--- src/rtl/hazard_unit.sv ---
// Forwarding selects, load-use / multi-cycle-unit stall detection, and a tracker
// for one outstanding multi-cycle op that produces its writeback strobe.
module hazard_unit #(
  parameter int REG_ADDR_WIDTH = 5,
  parameter int MC_LATENCY     = 4
) (
  input  logic                      clk,
  input  logic                      rst,
  input  logic                      id_valid,
  input  logic [REG_ADDR_WIDTH-1:0] id_rs1_addr,
  input  logic [REG_ADDR_WIDTH-1:0] id_rs2_addr,
  input  logic [REG_ADDR_WIDTH-1:0] id_rd_addr,
  input  logic                      id_is_mc,
  input  logic [REG_ADDR_WIDTH-1:0] ex_rs1_addr,
  input  logic [REG_ADDR_WIDTH-1:0] ex_rs2_addr,
  input  logic [REG_ADDR_WIDTH-1:0] ex_rd_addr,
  input  logic                      ex_reg_write,
  input  logic                      ex_mem_read,
  input  logic                      ex_mc_start,
  input  logic [REG_ADDR_WIDTH-1:0] mem_rd_addr,
  input  logic                      mem_reg_write,
  input  logic [REG_ADDR_WIDTH-1:0] wb_rd_addr,
  input  logic                      wb_reg_write,
  input  logic                      mc_kill,
  output logic [1:0]                fwd_a,
  output logic [1:0]                fwd_b,
  output logic                      id_stall,
  output logic                      ex_bubble,
  output logic                      mc_busy,
  output logic                      mc_wb_valid,
  output logic [REG_ADDR_WIDTH-1:0] mc_wb_addr,
  output logic                      mc_overrun
);

  localparam int CW = $clog2(MC_LATENCY) + 1;
  // BUSY lasts MC_LATENCY-1 cycles, so the counter starts at MC_LATENCY-2.
  localparam logic [CW-1:0] CNT_LOAD = CW'(MC_LATENCY - 2);

  typedef enum logic [1:0] {
    IDLE = 2'd0,
    BUSY = 2'd1,
    WB   = 2'd2
  } mc_state_t;

  mc_state_t                 state_reg;
  logic [CW-1:0]             cnt_reg;
  logic [REG_ADDR_WIDTH-1:0] mc_wb_addr_reg;
  logic                      overrun_reg;

  logic [REG_ADDR_WIDTH-1:0] ex_rs   [2];
  logic [1:0]                fwd_sel [2];
  logic                      load_use;
  logic                      sb_hazard;
  logic                      hazard;

  function automatic logic hit(input logic [REG_ADDR_WIDTH-1:0] a,
                               input logic [REG_ADDR_WIDTH-1:0] b);
    return (a != '0) && (a == b);
  endfunction

  assign mc_busy     = (state_reg != IDLE);
  assign mc_wb_valid = (state_reg == WB) && !mc_kill;
  assign mc_wb_addr  = mc_wb_addr_reg;
  assign mc_overrun  = overrun_reg;

  assign ex_rs[0] = ex_rs1_addr;
  assign ex_rs[1] = ex_rs2_addr;

  genvar gi;
  generate
    for (gi = 0; gi < 2; gi++) begin : g_fwd
      assign fwd_sel[gi] = rst                                          ? 2'd0 :
                           (mem_reg_write && hit(ex_rs[gi], mem_rd_addr)) ? 2'd1 :
                           (wb_reg_write  && hit(ex_rs[gi], wb_rd_addr))  ? 2'd2 :
                           (mc_wb_valid   && hit(ex_rs[gi], mc_wb_addr_reg)) ? 2'd3 :
                                                                            2'd0;
    end
  endgenerate

  assign fwd_a = fwd_sel[0];
  assign fwd_b = fwd_sel[1];

  assign load_use = id_valid && ex_reg_write && (ex_mem_read || ex_mc_start) &&
                    (hit(id_rs1_addr, ex_rd_addr) || hit(id_rs2_addr, ex_rd_addr));

  // In the WB cycle the regfile is written, so dependents proceed without stalling.
  assign sb_hazard = id_valid && mc_busy && !mc_wb_valid &&
                     (hit(id_rs1_addr, mc_wb_addr_reg) || hit(id_rs2_addr, mc_wb_addr_reg) ||
                      hit(id_rd_addr, mc_wb_addr_reg) || id_is_mc);

  assign hazard    = !rst && (load_use || sb_hazard);
  assign id_stall  = hazard;
  assign ex_bubble = hazard;

  always_ff @(posedge clk) begin
    if (rst) begin
      state_reg      <= IDLE;
      cnt_reg        <= '0;
      mc_wb_addr_reg <= '0;
      overrun_reg    <= 1'b0;
    end else begin
      if (ex_mc_start && mc_busy && !mc_kill)
        overrun_reg <= 1'b1;
      if (mc_kill) begin
        state_reg <= IDLE;
      end else begin
        case (state_reg)
          IDLE: begin
            if (ex_mc_start) begin
              mc_wb_addr_reg <= ex_rd_addr;
              cnt_reg        <= CNT_LOAD;
              state_reg      <= BUSY;
            end
          end
          BUSY: begin
            if (cnt_reg == '0)
              state_reg <= WB;
            else
              cnt_reg <= cnt_reg - 1'b1;
          end
          WB:      state_reg <= IDLE;
          default: state_reg <= IDLE;
        endcase
      end
    end
  end

endmodule

--- config.mk ---
export PLATFORM = sky130hd
export DESIGN_NAME = hazard_unit
export DESIGN_NICKNAME = d
export VERILOG_FILES = /design/src/rtl/hazard_unit.sv
export SDC_FILE = /design/constraint.sdc
export NUM_CORES = 1
export LEC_CHECK = 0
export CELL_PAD_IN_SITES_DETAIL_PLACEMENT = 1
export CELL_PAD_IN_SITES_GLOBAL_PLACEMENT = 2
export CORE_MARGIN = 2
export CORE_UTILIZATION = 36
export DETAILED_ROUTE_END_ITERATION = 16
export DONT_BUFFER_PORTS = 1
export PLACE_DENSITY_LB_ADDON = 0.12
export SLEW_MARGIN = 40
export SYNTH_ARGS = -nofsm -noshare
export SYNTH_HDL_FRONTEND = slang
export SYNTH_SLANG_ARGS = --single-unit
export TNS_END_PERCENT = 100
--- constraint.sdc ---
create_clock -name clk -period 3 [get_ports clk]
set_input_delay 0.6 -clock clk [delete_from_list [all_inputs] [get_ports clk]]
set_output_delay 0.6 -clock clk [all_outputs]
set_load 0.02 [all_outputs]
# Word level (Yosys, flattened, before mapping)

Cells that the tools add are included.
Widths: inputs -> output; s select.

Input bits: 50
Bits in registers: 11
Output and inout port bits: 14
Logic and storage cells: 85

Equal/unequal tests: 16
Add/subtract/negate cells: 1
Muxes and demuxes: 14
Reductions and logical operators: 49
Bitwise logic cells: 1

Operators by type and width:

| kind                | count |
|---|---|
| $eq 5x5->1          | 11 |
| $logic_and 1x1->1   | 27 |
| $reduce_bool 5->1   | 5 |
| $mux 2              | 10 |
| $logic_or 1x1->1    | 6 |
| $mux 3              | 2 |
| $ne 2x2->1 const B  | 3 |
| $pmux 3 s2          | 1 |
| $pmux 2 s2          | 1 |
| $reduce_and 4->1    | 1 |
| $reduce_bool 2->1   | 2 |
| $logic_not 1->1     | 3 |
| $logic_not 3->1     | 1 |
| $reduce_and 3->1    | 1 |
| $sub 3x1->3 const B | 1 |
| $eq 2x1->1 const B  | 1 |
| $eq 2x2->1 const B  | 1 |
| $logic_not 2->1     | 1 |
| $reduce_and 2->1    | 1 |
| $reduce_or 2->1     | 1 |
| $not 1->1           | 1 |

# Logic depth before layout (Yosys ltp)

Gate-level depths: netlist (run 1).

Depth in word-level cells: 8
Gate-level depth with buffers: 7
Mapped depth without buffers: 7

# Worst setup path after synthesis (run 1)

No wires, ideal clock.

Path kind: reg2out
Start point: register mc_wb_addr_reg[4], in the netlist mc_wb_addr[4]
End point: output id_stall
Stages on the path, launching flop included: 8
Arrival: 2,020 ps
Path slack: 380 ps
Cell sequence: dfxtp_1 buf_2 xnor2_1 nand3_1 nor4_1 nor4_1 o32ai_1 buf_4

Cells in the longest elaborated chain, start to end: 8

RTL lines:

| element                | line | text |
|---|---|---|
| start, declared        | 47   | `logic [REG_ADDR_WIDTH-1:0] mc_wb_addr_reg;` |
| start signal, assigned | 110  | `mc_wb_addr_reg <= ex_rd_addr;` |
| $eq 5x5->1             | 58   | `return (a != '0) && (a == b);` |
| $logic_and 1x1->1      | 58   |  |
| $logic_or 1x1->1       | 88   | `(hit(id_rs1_addr, mc_wb_addr_reg) \|\| hit(id_rs2_addr, mc_wb_addr_reg) \|\|` |
| $logic_or 1x1->1 (*)   | 88   |  |
| $logic_or 1x1->1 (*)   | 89   | `hit(id_rd_addr, mc_wb_addr_reg) \|\| id_is_mc);` |
| $logic_and 1x1->1 (*)  | 87   | `assign sb_hazard = id_valid && mc_busy && !mc_wb_valid &&` |
| $logic_or 1x1->1 (*)   | 91   | `assign hazard = !rst && (load_use \|\| sb_hazard);` |
| $logic_and 1x1->1 (*)  | 91   |  |
| end, declared          | 27   | `output logic id_stall,` |

Mark *: on every way between the ends. The rest lies on a longest branch, timed or not.

# Worst setup path in the final report (run 1)

Start point: register mc_wb_addr_reg[3], in the netlist mc_wb_addr[3]
End point: output ex_bubble

Cells in the longest elaborated chain, start to end: 8

RTL lines:

| element               | line | text |
|---|---|---|
| $eq 5x5->1            | 58   |  |
| $logic_and 1x1->1     | 58   |  |
| $logic_or 1x1->1      | 88   |  |
| $logic_or 1x1->1 (*)  | 88   |  |
| $logic_or 1x1->1 (*)  | 89   |  |
| $logic_and 1x1->1 (*) | 87   |  |
| $logic_or 1x1->1 (*)  | 91   |  |
| $logic_and 1x1->1 (*) | 91   |  |
| end, declared         | 28   | `output logic ex_bubble,` |

Marks and branches as above.

==> reports/qor.yml, run 1 <==
hp-start: "rst"
place_ws_ns: 0.352
overflow: 0
setup_viol: 0
clockBufferDepth: 2
worstSetupEndpointType: "output pin"
worst-slew-pin-transition_ns: 0.594
wl_per_cell_um: 17.1
clock.fmax_mhz: 369
syn_nets: 210
hp-class: "input pin to register"
worstSetupStartpoint: "mc_wb_addr[3]"
antenna_found_initial: 0
cp-start-kind: "register"
grt_pass1_vias: 1269
drt-total-wl_um: 3490
cts_resized: 0
rr_worst_depth: 4
multi_input_area_um2: 986
worstSetupPathType: "register to output pin"
cap_viol_max_count: 0
dp_hpwl_um: 2960
timing.rr.start: "state_reg[0]"
die_w_um: 63.4
ff_latch_area_um2: 220
fin_total_pwr_uw: 395
tritoncts: "yes"
grt_pass1_wl_um: 5890
dieArea_mm2: 0.00402
finalSetupTns_ns: 0
gr-usage-all-layers: 0.184
yosysSeqAreaShare: 0.174
syn_area_mm2: 0.00127
irDropWorstVdd_mv: 0.0885
postCtsSetupBuffers: 0
power_density_mw_per_mm2: 295
min_path_cells: 1
cts-root-buf: "clkbuf_4"
final-hold-violation-count: 0
async_flop_share: 0
grt_start_max_net_pins: 17
min_period_ns: 2.71
htree_levels: 1
initial_core_util: 0.377
coreArea_mm2: 0.00336
largest_register_ffs: 5
avgViaCountPerCell: 5.60
ios: 64
nNetsFinal: 211
clock_latency_ns: 0.28
drtIter0Drc: 31
dr.pass1.iters: 4
clkTransAtPathRegs_ns: 0.07
power.leakage_nw: 0.438
yosysWarningCount: 0
r2r_slack_ns: 1.37
crit_required_ns: 2.40
synth-seq-cells: 11
synth_area_per_cell_um2: 8.03
vias: 1143
io_buffer_count: 0
clock_skew_ns: 0.00230
num_rows: 21
final_layout_size_suffix_gt1_frac: 0.0759
die_h_um: 63.4
diodes: 0
synth_cells: 158
drcViolationCount: 0
synth-main-ff-cell: "dfxtp_1"
syn_to_final_growth_pct: 5.52
fin_crit_sh: 0.904
drv_slew: 0
finalWorstSetupSlack_ns: 0.288
slew_headroom: 0.603
cp.arrival_ns: 2.11
outcome: "completed"
hold_end: "mc_overrun"
ant_nets: 0
worstPathMaxFanout: 7
r2r-end: "mc_wb_addr[4]"
synth_edf_count: 0
clock_sinks: 11
synthDistinctLibCells: 32
cts_buffers: 3
rsz0062_at_grt: "no"
postCtsHoldBufs: 0
gp_congestion: 0.774
n_fill_cell: 422
[worst max-delay path, cell delays in order (launching register included)]
cell     delay, ns
dfxtp_1       0.69
xnor2_1       0.18
nand3_1       0.09
nor4_1        0.25
nor4_1        0.12
o32ai_1       0.27
buf_4         0.22
[power breakdown]
| group | switching [mW] | internal [mW] |
|---|---|---|
| Clock | 0.0552 | 0.0516 |
| Sequential | 0.0192 | 0.154 |
| Combinational | 0.0476 | 0.0668 |
| Total | 0.122 | 0.273 |
[cells by family after synthesis]
kind of cell	share of synthesized area
AOI/OAI and AO/OA	0.0533
xor gates and xnor gates	0.387
adders and majority gates	0.0197
buffers and inverters	0.0493
DFF	0.174
muxes	0.0394
and+or+nand+nor	0.278
[worst max-delay path by stage]
| stage | slack, ns | depth (start not counted) | end |
|---|---|---|---|
| floorplan | 0.38 | 7 | id_stall |
| global placement | 0.41 | 6 | id_stall |
| detailed placement | 0.35 | 6 | ex_bubble |
| CTS | 0.27 | 6 | ex_bubble |
| global route | 0.12 | 6 | ex_bubble |
| finish | 0.29 | 6 | ex_bubble |
[Yosys cell counts, drive strengths merged (3+ instances only)]
library cell   n  share of area
a21oi          3          0.012
or4            4          0.024
nand4          7          0.035
xor2          18           0.12
xnor2         38           0.26
nor4          11          0.054
buf            7          0.035
mux2i          5          0.039
nand3          3          0.012
dfxtp         11           0.17
nor2          17          0.052
inv            3         0.0089
nand2          5          0.015
nor3           7          0.028
[metrics by stage]
step,util,hold slack (ns),instance area (um2),std cells
6_report,0.398,0.387,1340,204
5_1_grt,0.398,0.368,1340,204
4_1_cts,0.398,0.383,1340,204
2_1_floorplan,-,0.464,1270,158
3_3_place_gp,0.390,0.483,1310,200
3_5_place_dp,0.390,0.494,1310,200
[per-layer routing]
metal | vias up | global-route usage | routed length [um]
li1 | 549 | - | -
met1 | 542 | 0.213 | 1430
met2 | 48 | 0.322 | 1700
met3 | 4 | 0.0500 | 303
met4 | 0 | 0.0652 | 46
met5 | - | 0 | 0
[cell type report]
cell class / count / share of cell area
multi-input combinational: 135 / 0.736
inverter: 3 / 0.00841
tap: 46 / 0.0430
clock buffer: 4 / 0.0196
sequential: 11 / 0.164
timing repair buffer: 5 / 0.0280
[cell usage in the layout, fill, tap and decap left out, types with 2 or more instances in the layout]
| cell | netlist | layout |
|---|---|---|
| nor4_1 | 11 | 11 |
| a21oi_1 | 3 | 3 |
| buf_4 | 1 | 5 |
| a31oi_1 | 2 | 2 |
| mux2i_1 | 5 | 5 |
| nand2_1 | 5 | 5 |
| or3_1 | 2 | 2 |
| xor2_1 | 18 | 18 |
| xnor2_1 | 38 | 38 |
| nor3_1 | 7 | 7 |
| ha_1 | 2 | 2 |
| nor2_1 | 16 | 16 |
| inv_1 | 3 | 3 |
| clkbuf_4 | 0 | 3 |
| nand3_1 | 3 | 3 |
| dfxtp_1 | 11 | 11 |
| or4_1 | 4 | 4 |
| nand4_1 | 7 | 7 |
Note: power is estimated with default switching activity, not from simulation.
==> run 2, diff against run 1 <==
- CTS_CLUSTER_DIAMETER: unset -> 40
==> results of run 2 <==
Same layout as run 1: the final DEF is identical, and so are final timing and power.
==> run 3, diff against run 2 <==
- CORE_MARGIN: 2 -> unset
- CORE_UTILIZATION: 36 -> 33
- SLEW_MARGIN: 40 -> 0
- clock period: 3 -> 3.03 ns (I/O delays scaled with it)
==> reports/qor.yml, run 3 (synthesized netlist as in run 1, its figures left out) <==
outcome: "completed"
ff_latch_area_um2: 220  # unchanged
syn_to_final_growth_pct: 7.20
cts_buffers: 3  # unchanged
diodes: 0  # unchanged
dr.pass1.iters: 3  # -1
internal_power_uw: 312  # +14%
clock_latency_ns: 0.24  # -0.04 ns
fin_crit_sh: 0.887
p_sw_frac: 0.286  # -0.0230
nNetsFinal: 211  # unchanged
worstSetupEndpointType: "output pin"
crit_required_ns: 2.42  # +0.02 ns
grt_pass1_vias: 1229  # -3.2%
clkPwrFrac: 0.342  # +0.071
cp-start-kind: "register"
postCtsHoldBufs: 0  # unchanged
wl_per_cell_um: 17.7  # +3.5%
overflow: 0  # unchanged
seq_power_share: 0.395  # -0.045
ios: 64  # unchanged
cp_common_cell: "nor4_1"
power_density_mw_per_mm2: 321  # +9.0%
clock.fmax_mhz: 372
pwr-share-comb: 0.262  # -0.028
drv_slew: 0  # unchanged
antenna_found_initial: 0  # unchanged
multi_input_area_um2: 986  # unchanged
die_h_um: 64.0  # +1.0%
dp.cells: 202  # +1.0%
slew_headroom: 0.584  # -0.0190
irDropWorstVdd_mv: 0.109  # +23%
cts-root-buf: "clkbuf_8"
cap_viol_max_count: 0  # unchanged
avgViaCountPerCell: 5.46  # -2.6%
io_buffer_count: 0  # unchanged
finalSetupTns_ns: 0  # unchanged
drt-total-wl_um: 3650  # +4.5%
final_layout_size_suffix_gt1_frac: 0.0759  # unchanged
n_fill_cell: 435  # +3.1%
cpLargestDelayFamily: "flip-flops"
num_rows: 22  # +4.8%
gp_congestion: 0.756  # -2.3%
drcViolationCount: 0  # unchanged
cts_resized: 0  # unchanged
rsz0062_at_grt: "no"
worstPathMaxFanout: 7  # unchanged
clock_skew_ns: 0.00486  # +0.00256 ns
worstSetupPathType: "register to output pin"
grt_pass1_wl_um: 5890  # unchanged
htree_levels: 1  # unchanged
slowest_delay_ns: 0.72  # +0.03 ns
die_w_um: 64.0  # +1.0%
dieArea_mm2: 0.00410  # +2.0%
switchingPower_uw: 125  # +2.4%
min_period_ns: 2.69
grt_start_max_net_pins: 17  # unchanged
coreArea_mm2: 0.00366  # +8.9%
ant_nets: 0  # unchanged
final_common_cell: "xnor2_1"
hp-class: "input pin to register"
cp.arrival_ns: 2.08  # -0.03 ns
postCtsSetupBuffers: 0  # unchanged
worst-path-buf-inv: 1  # unchanged
initial_core_util: 0.347  # -0.0307
drtIter0Drc: 37  # +19%
gr-usage-all-layers: 0.191  # +0.00767
path_cells: "xor2_1 -> nor4_1 -> nor4_1 -> o32ai_1 -> buf_4"
layout_common_cells: "xnor2_1, xor2_1, nor2_1, nor4_1, dfxtp_1"
clkTransAtPathRegs_ns: 0.05  # -0.02 ns
setup_viol: 0  # unchanged
tritoncts: "yes"
worst-slew-pin-transition_ns: 0.623  # +0.0284 ns
clock_sinks: 11  # unchanged
vias: 1124  # -1.7%
largest_register_ffs: 5  # unchanged
clockBufferDepth: 2  # unchanged
fin_total_pwr_uw: 437  # +11%
crit_slowest_cell: "dfxtp_1"
layout.cells.non_filler: 206  # +0.98%
power.leakage_nw: 0.446  # +1.8%
dp_hpwl_um: 3060  # +3.6%
final-hold-violation-count: 0  # unchanged
-- run 3: cell counts in the layout (fill, tap and decap cells not counted) --
No cell type changed its count.
-- run 3: power by group through the flow --
| stage | registers (mW) | logic [mW] | clock network, mW |
|---|---|---|---|
| final | 0.173 | 0.115 | 0.149 |
| after global routing | 0.174 | 0.128 | 0.162 |
| after CTS | 0.173 | 0.116 | 0.155 |
| after detailed placement | 0.176 | 0.116 | 0 |
| after global placement | 0.175 | 0.110 | 0 |
| after floorplan | 0.165 | 0.111 | 0 |
-- run 3: metrics by stage --
step                      setup slack, ns   util  cell area (um2)  hold WS (ns)
final                               0.343  0.371             1360         0.430
after global routing                0.202  0.371             1360         0.426
after CTS                           0.324  0.371             1360         0.425
after detailed placement            0.389  0.359             1320         0.505
after global placement              0.448  0.359             1320         0.483
after floorplan                     0.404      -             1270         0.464
-- run 3: final timing paths --
check | start | to | slack (ns) | cells past startpoint
worst max register to register | state_reg[0] | mc_wb_addr[0] | 1.37 | 4
worst max-delay path | mc_wb_addr[2] | ex_bubble | 0.34 | 5
worst min register to register | cnt_reg[1] | cnt_reg[1] | 0.51 | 2
worst min-delay path | rst | mc_overrun | 0.43 | 1
-- run 3: area by class of cell --
| class | count | share of cell area |
|---|---|---|
| sequential | 11 | 0.162 |
| inverter | 3 | 0.00828 |
| tap | 48 | 0.0442 |
| timing repair buffer | 5 | 0.0276 |
| multi-input combinational | 135 | 0.725 |
| clock buffer | 4 | 0.0331 |
-- run 3: worst register-to-register path, delay by kind of cell (launching register included) --
| family | cells | cell delay, ns |
|---|---|---|
| simple gates | 3 | 0.93 |
| mux | 1 | 0.26 |
| flops | 1 | 0.35 |
-- run 3: routing by layer --
metal,part of all wire,wire length (um),GRT usage,vias up
met4,0.0074,27,0.0597,0
met1,0.41,1510,0.221,528
li1,-,-,-,550
met3,0.071,259,0.0393,2
met5,0,0,0,-
met2,0.51,1850,0.348,44
